--- src/rtl/store_monitor_pkg.sv ---
`default_nettype none
// ============================================================================
// store_monitor_pkg : shared types and default constants for store_monitor
// Rev 1.0
// ============================================================================
package store_monitor_pkg;

  typedef enum logic [1:0] {
    ST_RUN     = 2'd0,
    ST_PASS    = 2'd1,
    ST_FAIL    = 2'd2,
    ST_TIMEOUT = 2'd3
  } state_e;

  typedef enum logic [1:0] {
    CLS_PASS    = 2'd0,
    CLS_BADDATA = 2'd1,
    CLS_SCRATCH = 2'd2,
    CLS_ILLEGAL = 2'd3
  } store_cls_e;

  localparam logic [31:0] DEF_PASS_ADR     = 32'd100;
  localparam logic [31:0] DEF_PASS_DATA    = 32'd25;
  localparam logic [31:0] DEF_SCRATCH_BASE = 32'd96;
  localparam logic [31:0] DEF_SCRATCH_SIZE = 32'd4;

endpackage
`default_nettype wire

--- src/rtl/store_monitor_cycle_timer.sv ---
`default_nettype none
// ============================================================================
// cycle_timer : counts enabled cycles, pulses expired on the final count
// Rev 1.0
// ============================================================================
module cycle_timer #(
  parameter int unsigned WIDTH = 10,
  parameter int unsigned LIMIT = 1000
) (
  input  logic clk,
  input  logic reset,
  input  logic enable,
  output logic expired
);

  if (LIMIT == 0) begin : g_disabled
    logic unused_inputs;
    assign unused_inputs = clk ^ reset ^ enable;
    assign expired       = 1'b0;
  end else begin : g_enabled
    localparam logic [WIDTH-1:0] C_LAST = WIDTH'(LIMIT - 1);
    logic [WIDTH-1:0] cnt_q;

    assign expired = enable && (cnt_q == C_LAST);

    // Holding at the final count keeps the value meaningful once frozen.
    always_ff @(posedge clk) begin
      if (reset) begin
        cnt_q <= '0;
      end else if (enable && !expired) begin
        cnt_q <= cnt_q + WIDTH'(1);
      end
    end
  end

endmodule
`default_nettype wire

--- src/rtl/store_monitor.sv ---
`default_nettype none
// ============================================================================
// store_monitor : snoops core stores and latches a sticky PASS/FAIL/TIMEOUT
// Rev 1.0
// ============================================================================
module store_monitor
  import store_monitor_pkg::*;
#(
  parameter logic [31:0] PASS_ADR       = DEF_PASS_ADR,
  parameter logic [31:0] PASS_DATA      = DEF_PASS_DATA,
  parameter logic [31:0] SCRATCH_BASE   = DEF_SCRATCH_BASE,
  parameter logic [31:0] SCRATCH_SIZE   = DEF_SCRATCH_SIZE,
  parameter int unsigned TIMEOUT_CYCLES = 1000,
  parameter int unsigned COUNT_W        = 16
) (
  input  logic               clk,
  input  logic               reset,
  input  logic               MemWrite,
  input  logic [31:0]        DataAdr,
  input  logic [31:0]        WriteData,
  output logic               done,
  output logic               pass,
  output logic               fail,
  output logic               timeout,
  output logic [COUNT_W-1:0] store_count,
  output logic [31:0]        last_adr,
  output logic [31:0]        last_data
);

  localparam int unsigned C_TMR_W  = (TIMEOUT_CYCLES > 2) ? $clog2(TIMEOUT_CYCLES) : 1;
  // 33-bit upper bound so a window touching the top of memory cannot wrap to 0.
  localparam logic [32:0] C_WIN_LO = {1'b0, SCRATCH_BASE};
  localparam logic [32:0] C_WIN_HI = {1'b0, SCRATCH_BASE} + {1'b0, SCRATCH_SIZE};

  state_e             state_q;
  store_cls_e         cls;
  logic [COUNT_W-1:0] count_q;
  logic [COUNT_W-1:0] count_d;
  logic [31:0]        last_adr_q;
  logic [31:0]        last_data_q;
  logic               tmr_expired;
  logic               in_run;

  assign in_run = (state_q == ST_RUN);

  always_comb begin
    cls = CLS_ILLEGAL;
    if (DataAdr == PASS_ADR) begin
      cls = (WriteData == PASS_DATA) ? CLS_PASS : CLS_BADDATA;
    end else if (({1'b0, DataAdr} >= C_WIN_LO) && ({1'b0, DataAdr} < C_WIN_HI)) begin
      cls = CLS_SCRATCH;
    end
  end

  assign count_d = (count_q == '1) ? count_q : count_q + COUNT_W'(1);

  cycle_timer #(
    .WIDTH (C_TMR_W),
    .LIMIT (TIMEOUT_CYCLES)
  ) u_timer (
    .clk     (clk),
    .reset   (reset),
    .enable  (in_run),
    .expired (tmr_expired)
  );

  // A deciding store in the same cycle as expiry takes precedence over timeout.
  always_ff @(posedge clk) begin
    if (reset) begin
      state_q     <= ST_RUN;
      count_q     <= '0;
      last_adr_q  <= '0;
      last_data_q <= '0;
    end else if (in_run) begin
      if (MemWrite) begin
        count_q     <= count_d;
        last_adr_q  <= DataAdr;
        last_data_q <= WriteData;
      end
      if (MemWrite && (cls == CLS_PASS)) begin
        state_q <= ST_PASS;
      end else if (MemWrite && (cls != CLS_SCRATCH)) begin
        state_q <= ST_FAIL;
      end else if (tmr_expired) begin
        state_q <= ST_TIMEOUT;
      end
    end
  end

  assign done        = (state_q != ST_RUN);
  assign pass        = (state_q == ST_PASS);
  assign fail        = (state_q == ST_FAIL);
  assign timeout     = (state_q == ST_TIMEOUT);
  assign store_count = count_q;
  assign last_adr    = last_adr_q;
  assign last_data   = last_data_q;

endmodule
`default_nettype wire

--- config.mk ---
export PLATFORM = sky130hd
export DESIGN_NAME = store_monitor
export DESIGN_NICKNAME = d
export VERILOG_FILES = /design/src/rtl/store_monitor_pkg.sv /design/src/rtl/store_monitor_cycle_timer.sv /design/src/rtl/store_monitor.sv
export SDC_FILE = /design/constraint.sdc
export NUM_CORES = 1
export LEC_CHECK = 0
export ABC_AREA = 1
export CAP_MARGIN = 20
export CORE_UTILIZATION = 30
export DETAILED_ROUTE_END_ITERATION = 8
export DONT_BUFFER_PORTS = 1
export HOLD_SLACK_MARGIN = 0.15
export MAX_ROUTING_LAYER = met4
export PLACE_DENSITY_LB_ADDON = 0.15
export SLEW_MARGIN = 20
export SYNTH_ARGS = -nofsm -noshare
export SYNTH_HDL_FRONTEND = slang
export SYNTH_SLANG_ARGS = --single-unit
export TNS_END_PERCENT = 20
--- constraint.sdc ---
create_clock -name clk -period 1.4 [get_ports clk]
set_input_delay 0.21 -clock clk [delete_from_list [all_inputs] [get_ports clk]]
set_output_delay 0.21 -clock clk [all_outputs]
set_load 0.1 [all_outputs]
* Yosys cells after proc, flatten, opt, wreduce, memory -nomap -nowiden
Cells that the tools add are included.
** Operators by class
- Add/sub/neg operators :: 2
- Multipliers :: 0
- Divide/modulo/power cells :: 0
- Magnitude comparators :: 2
- Equality and inequality tests :: 8
- Shift-type cells :: 0
- Multiplexer cells :: 6
- Bitwise logic cells :: 1
- Reductions and logical operators :: 13
** Operators with widths (number)
- $eq 32x5->1 const B :: 1
- $eq 32x7->1 const B :: 1
- $ge 32x7->1 const B :: 1
- $lt 32x7->1 const B :: 1
- $add 16x1->16 const B :: 1
- $eq 16x16->1 const B :: 1
- $add 10x1->10 const B :: 1
- $eq 10x10->1 const B :: 1
- $mux 2 :: 4
- $logic_and 1x1->1 :: 5
- $eq 2x2->1 const B :: 2
- $logic_not 2->1 :: 2
- $reduce_and 2->1 :: 2
- $reduce_and 3->1 :: 1
- $reduce_bool 3->1 :: 1
- $eq 2x1->1 const B :: 1
- $mux 1 :: 2
- $ne 2x2->1 const B :: 1
- $reduce_bool 2->1 :: 1
- $logic_not 1->1 :: 1
- $not 1->1 :: 1
** Word-level totals
- Register bits after elaboration :: 92
- Latch bits :: 0
- Memory bits (writable) :: 0
- Memory bits (read-only) :: 0
- Input bits :: 67
- Output and inout bits :: 84
- Word-level logic and storage cells :: 37
- Memories kept :: 0

* Longest topological paths before layout
Gate-level depths: netlist of run 1.
- Depth in word-level cells :: 8
- Gate-level depth with buffers :: 11
- Depth with buffers taken out :: 10

* By module
A second synthesis of run 1 with hierarchy kept.
** Second synthesis, totals
- Cell total of the unflattened synthesis :: 597
- Area total of the unflattened synthesis :: 4121.5 um2
** Modules (own cells, without submodules)
- store_monitor :: times used 1, cells each 513, area each 3518.4 um2, seq. area each 1641.6 um2
- cycle_timer :: times used 1, cells each 84, area each 603.1 um2, seq. area each 200.2 um2

* Worst setup path after synthesis of run 1
No wires, ideal clock.
- Path kind :: reg-to-reg
- Start point :: register count_q[0] (netlist: store_count[0])
- End point :: register count_q[0] (netlist: store_count[0])
- Setup time :: 0.167 ns
- Arrival time :: 2.228 ns
- Data required time :: 1.233 ns
- Path slack :: -0.994 ns
- Stages on the path, launching flop included :: 10
- Buffers on the path :: 1
- Clock period less this slack :: 2.394 ns
- Path through :: dfxtp_1 > ha_1 > nand2_1 > nor3_4 > nand4_1 > nand2_2 > inv_2 > buf_6 > o21ai_0 > a21oi_1
** On the way
- Cells in the longest elaborated chain, start to end :: 3
- Elaborated cells between the ends (all ways) :: 4
- Those cells by class :: add/sub: 1; eq/ne: 1; bitwise: 1; reduce/logical: 1
** Ends and longest elaborated chain
- start, declared :: RTL line store_monitor.sv:37 : logic [COUNT_W-1:0] count_q;
- start signal, assigned :: RTL line store_monitor.sv:76 : count_q <= count_d;
- parallel branches: the longest is 3 deep, another holds $add 16x1->16
Several ways; the timed one is not identified.
A chain may end at the register's enable or synchronous reset.

* Worst setup path after layout of run 1
- Start point :: register count_q[0] (netlist: store_count[0])
- End point :: register count_q[15] (netlist: store_count[15])
Same word-level chain as after synthesis.

==> flow_metrics.env, run 1 <==
export IMPL_grt_max_degree=52
export IMPL_num_antenna_cells=0
export IMPL_yosys_top_cells_area="dfxtp_1, nor2_1, o21ai_0"
export IMPL_finalHoldViolCount=18
export IMPL_cts_hold_buf=64
export IMPL_grt_use_met3_pct=5.02
export IMPL_r2r_slack_ns=-0.05
export IMPL_num_vias=4431
export IMPL_crit_chain="buf_4, nand3_1, nor2_1, nand3_1, nor2_1, o21ai_0, a21oi_1"
export IMPL_slew_headroom_pct=77.0
export IMPL_async_flop_share_pct=0
export IMPL_synth_edf_count=0
export IMPL_slew_violations=0
export IMPL_min_from="reset"
export IMPL_ys_ff_latch=92
export IMPL_cts_made_buffers=9
export IMPL_fin_crit_sh_pct=103
export IMPL_met1_usage_pct=23.2
export IMPL_fin_worst_skew_ns=0.00733
export IMPL_ant_nets=0
export IMPL_synth_ff_type="dfxtp_1"
export IMPL_whs_endpoint="store_count[4]"
export IMPL_syn_area_per_cell_um2=6.83
export IMPL_synthesis_area_mm2=0.00406
export IMPL_cts_htree_levels=3
export IMPL_synth_nets=663
export IMPL_met2_usage_pct=31.2
export IMPL_grt_pass1_wl_um=20800
export IMPL_areaGrowthSynthToFinish_pct=58.8
export IMPL_cts_buffer_depth=2
export IMPL_criticalPathCategory="flop to flop"
export IMPL_maxCapViolCount=0
export IMPL_cts_tree="yes"
export IMPL_setup_violations=9
export IMPL_max_vdd_ir_drop_uv=665
export IMPL_core_mm2=0.0132
export IMPL_clock_root_buffer="clkbuf_16"
export IMPL_clk_latency_ns=0.35
export IMPL_rsz0062_at_grt="true"
export IMPL_worstReg2RegEnd="store_count[15]"
export IMPL_finalHoldWorstSlack_ns=-0.0865
export IMPL_gp_congestion=0.837
export IMPL_antenna_found_initial=0
export IMPL_drc_errors=0
export IMPL_synth_top_cell_by_area="dfxtp_1"
export IMPL_num_rows=42
export IMPL_synth_cells=594
export IMPL_fin_util_pct=48.8
export IMPL_crit_slowest_cell="dfxtp_4"
export IMPL_die_width_um=118
export IMPL_clk_pin_slew_worst_paths_ns=0.07
export IMPL_place_port_buffers=0
export IMPL_status="finished with violations"
export IMPL_grt_overflow=0
export IMPL_drt_iter0_markers=217
export IMPL_top_usage_layer="met2"
export IMPL_routedWlPerCell_um=14.1
export IMPL_synth_commonest_cells="nor2_1, dfxtp_1, nand2_1"
export IMPL_r2r_start="store_count[0]"
export IMPL_start_kind="flop"
export IMPL_rr_worst_depth=7
export IMPL_critPathRequiredTime_ns=1.68
export IMPL_firstDrtPassIters=5
export IMPL_power_density_mw_per_mm2=1320
export IMPL_tns_ns=-0.165
export IMPL_dp_slack_ns=-0.0770
export IMPL_fmax_ghz=0.690
export IMPL_yosysMostFrequentCell="nor2_1"
export IMPL_dieArea_mm2=0.0140
export IMPL_ys_seq_area_share_pct=45.4
export IMPL_layout_setup_ws_ns=-0.0484
export IMPL_vias_per_cell=4.66
export IMPL_grt_usage_pct=19.3
export IMPL_crit_path_max_fanout=4
export IMPL_violations="negative hold slack, negative setup slack"
export IMPL_final_layout_size_suffix_gt1_share_pct=27.9
export IMPL_worstHoldPathType="primary input to flop"
export IMPL_wl_um=13400
export IMPL_critPathCaptureType="flop"
export IMPL_slowest_delay_ns=0.37
export IMPL_hpwl_um=8690
export IMPL_synth_top_area_share_pct=45.4
export IMPL_layout_nets=838
export IMPL_clock_sinks=92
export IMPL_stdcell_area_mm2=0.00644
export IMPL_period_needed_ns=1.45
export IMPL_grt_pass1_vias=4369
export IMPL_start_util_pct=30.7
export IMPL_yosys_warnings=0
export IMPL_ys_types=24
export IMPL_die_h_um=118
export IMPL_placed_area_mm2=0.00516
export IMPL_tightest_slew_ns=0.342
export IMPL_p_leak_uw=0.00280
export IMPL_cp_arrival_ns=1.72
export IMPL_ios=151
export IMPL_min_path_cells=1
==> layout make-up <==
type                            instances  area (um^2)
Clock buffer                            9          225
Clock inverter                          7          121
Fill cell                            1291         6750
Inverter                               50          195
Multi-Input combinational cell        426         2090
Sequential cell                        92         1870
Tap cell                              176          220
Timing Repair Buffer                  190         1720
==> logic make-up after synthesis <==
| family | Yosys count | synth area share (%) |
|---|---|---|
| xor+xnor | 12 | 2.59 |
| simple gates | 305 | 30.6 |
| flops | 92 | 45.4 |
| fa+ha+maj | 2 | 0.617 |
| buf+inv | 76 | 7.50 |
| compound gates | 107 | 13.2 |
==> report_power, final <==
group | switching, uW | total, uW | leakage [uW] | internal (uW)
Sequential | 123 | 2950 | 0.000767 | 2830
Clock | 1090 | 2850 | 0.000167 | 1760
Combinational | 2030 | 2710 | 0.00187 | 675
==> flip-flops by register name, indices dropped and copies added (netlist names) <==
signal	cells
last_data	32
u_timer.g_enabled.cnt_q	10
store_count	16
last_adr	32
state_q	2
==> metrics by stage <==
stage	power, uW	hold WS, ns	std cells
finish	8510	-0.0865	950
global route	8850	-0.106	950
CTS	8500	-0.101	944
detailed placement	5420	0.279	863
global placement	5400	0.275	863
floorplan	4880	0.338	594
==> how the worst max path moves through the flow <==
stage	from	to	slack (ns)	cells past startpoint
detailed placement	store_count[0]	store_count[12]	-0.08	10
floorplan	state_q[1]	last_data[10]	-0.44	7
global placement	store_count[0]	store_count[12]	-0.06	9
CTS	state_q[1]	done	-0.03	3
global route	u_timer.g_enabled.cnt_q[1]	u_timer.g_enabled.cnt_q[6]	-0.15	9
finish	store_count[0]	store_count[15]	-0.05	7
==> timing repair <==
item,in CTS,in global routing
gates cloned,1,2
setup endpoints to repair,36,94
setup buffers,0,4
pin swaps,3,20
hold endpoints to repair,82,18
gates resized for setup,20,49
==> worst max-delay path: cells and delay by family (launching register included) <==
family                 cells  cell delay, ns
AOI/OAI and AO/OA          2            0.23
and+or+nand+nor            4            0.66
DFF                        1            0.37
buffers and inverters      1            0.12
==> per-layer routing <==
layer	up-vias	routed length, um	share of wire (%)
met5	-	0	0
met4	0	231	1.7
met3	16	785	5.8
met2	132	6550	49
met1	2043	5870	44
li1	2240	-	-
==> cell usage in the layout, fill, tap and decap left out, types with 2 or more instances in the layout <==
cell type      Yosys  routed
nor2_2             0      10
a21oi_1           35      26
o21ai_0           71      69
dfxtp_1           92      72
inv_2              2       6
inv_6              0       2
ha_4               0       2
buf_6              1       8
inv_4              0       2
xor2_1            10      10
nor2_4             2       5
xnor2_1            2       2
nand2_1           85      77
nand2_4            0       2
nor4_2             0       2
inv_1             47      42
nand2_2            3       9
nand4_1            4       4
nor2_1           171     158
clkbuf_16          0      10
nand3_1           23      22
nor3_1            13       9
dlygate4sd3_1      0      64
nor3_2             0       4
bufinv_16          0       3
buf_4              1     110
a21oi_2            0       9
buf_12             0       6
dfxtp_4            0       3
dfxtp_2            0      17
No activity file was read; power rests on OpenSTA's default activity.
==> run 2, diff against run 1 <==
Settings changed: TNS_END_PERCENT 20 to 30.
==> run 2 against run 1 <==
- the flow still finishes with violations (negative hold slack, negative setup slack)
- highest routed layer unchanged
- design area grew 2.7%
- sequential share of layout area shrank 0.75 points
- non-clock buffer count up 4
==> flow_metrics.env, run 2 (synthesized netlist as in run 1, its figures left out) <==
export IMPL_worstHoldPathType="primary input to flop"
export IMPL_crit_slowest_cell="dfxtp_2"
export IMPL_grt_max_degree=52
export IMPL_cp_arrival_ns=1.20
export IMPL_period_needed_ns=1.41
export IMPL_power_density_mw_per_mm2=1280
export IMPL_gp_congestion=0.866
export IMPL_firstDrtPassIters=4
export IMPL_clk_pin_slew_worst_paths_ns=0.07
export IMPL_die_h_um=118
export IMPL_cts_tree="yes"
export IMPL_place_port_buffers=0
export IMPL_antenna_found_initial=0
export IMPL_vias_per_cell=4.71
export IMPL_slew_headroom_pct=71.3
export IMPL_cts_hold_buf=64
export IMPL_num_rows=42
export IMPL_status="finished with violations"
export IMPL_finalHoldWorstSlack_ns=-0.0913
export IMPL_grt_overflow=0
export IMPL_cts_buffer_depth=2
export IMPL_crit_path_max_fanout=3
export IMPL_layout_nets=843
export IMPL_routedWlPerCell_um=14.4
export IMPL_criticalPathCategory="flop to output pin"
export IMPL_maxCapViolCount=0
export IMPL_slew_violations=0
export IMPL_grt_pass1_vias=4494
export IMPL_fin_util_pct=50.2
export IMPL_violations="negative hold slack, negative setup slack"
export IMPL_wl_um=13800
export IMPL_fin_worst_skew_ns=0.00485
export IMPL_start_util_pct=30.7
export IMPL_num_antenna_cells=0
export IMPL_cts_made_buffers=9
export IMPL_final_layout_size_suffix_gt1_share_pct=30.0
export IMPL_tightest_slew_ns=0.430
export IMPL_die_width_um=118
export IMPL_final_cell_mix="nor2_1, buf_4, nand2_1, dfxtp_1, dlygate4sd3_1"
export IMPL_num_vias=4494
export IMPL_ant_nets=0
export IMPL_slowest_delay_ns=0.35
export IMPL_drt_iter0_markers=233
export IMPL_layout_commonest_cell="nor2_1"
export IMPL_ios=151
export IMPL_clock_root_buffer="clkbuf_16"
export IMPL_r2r_slack_ns=-0.01
export IMPL_clk_latency_ns=0.35
export IMPL_setup_violations=3
export IMPL_critPathRequiredTime_ns=1.19
export IMPL_layout_setup_ws_ns=-0.0149
export IMPL_fin_crit_sh_pct=101
export IMPL_crit_chain="buf_4, inv_1, nor2_2, buf_12"
export IMPL_power_uw=8440
export IMPL_cp_num_buf_inv=3
export IMPL_areaGrowthSynthToFinish_pct=63.1
export IMPL_cts_htree_levels=3
export IMPL_finalHoldViolCount=18
export IMPL_clock_sinks=92
export IMPL_fmax_ghz=0.707
export IMPL_start_kind="flop"
export IMPL_drc_errors=0
export IMPL_dieArea_mm2=0.0140
export IMPL_hpwl_um=8740
export IMPL_critPathCaptureType="output pin"
export IMPL_grt_usage_pct=20.2
export IMPL_core_mm2=0.0132
export IMPL_grt_pass1_wl_um=21700
export IMPL_rsz0062_at_grt="true"
export IMPL_cpLargestDelayFamily="buffers and inverters"
export IMPL_max_vdd_ir_drop_uv=755
export IMPL_p_leak_uw=0.00288
-- run 2: metal layers --
layer  routed length (um)  vias to the layer above  track usage [%]
li1                     -                     2261                -
met1                 6080                     2090             24.0
met2                 6780                      123             32.8
met3                  616                       20             3.62
met4                  273                        0             9.86
met5                    0                        -                -
-- run 2: worst reg2reg max path, delay by kind of cell (launching register included) --
family | cells | cell delay [ns]
simple gates | 6 | 0.59
compound gates | 1 | 0.06
buf+inv | 1 | 0.16
fa+ha+maj | 1 | 0.15
flops | 1 | 0.36
-- run 2: path summary, 6_finish.rpt --
check,from,depth (start not counted),end
setup / recovery,state_q[1],4,fail
setup reg to reg,store_count[1],9,store_count[3]
hold / removal,reset,1,store_count[13]
hold reg to reg,u_timer.g_enabled.cnt_q[8],2,u_timer.g_enabled.cnt_q[8]
-- run 2: what timing repair did --
action / in CTS / in global routing
buffers inserted: 0 / 5
cloned: 1 / 3
hold endpoints to repair: 82 / 18
pin swaps: 7 / 22
gates resized for setup: 23 / 87
endpoints found under the setup margin: 28 / 96
-- run 2: final cells by class --
| class | instances | area (um^2) |
|---|---|---|
| fill | 1275 | 6580 |
| multi-input combinational | 426 | 2180 |
| sequential | 92 | 1880 |
| timing repair buffer | 194 | 1800 |
| clock buffer | 9 | 225 |
| tap | 176 | 220 |
| inverter | 50 | 200 |
| clock inverter | 7 | 100 |
| timing repair inverter | 1 | 11.3 |
-- run 2: stage by stage --
stage / setup slack [ns] / cells / area, um^2 / TNS, ns
final: -0.0149 / 955 / 6620 / -0.0293
after global routing: -0.136 / 955 / 6620 / -3.19
after CTS: -0.0243 / 947 / 6220 / -0.140
after detailed placement: -0.139 / 866 / 5170 / -0.812
after global placement: -0.0845 / 866 / 5170 / -0.316
after floorplan: -0.437 / 594 / 4090 / -32.32
-- run 2: power breakdown --
part | internal, uW | switching (uW) | total, uW
Sequential | 2830 | 122 | 2950
Clock | 1580 | 1100 | 2680
Combinational | 734 | 2070 | 2810
Total | 5140 | 3300 | 8440
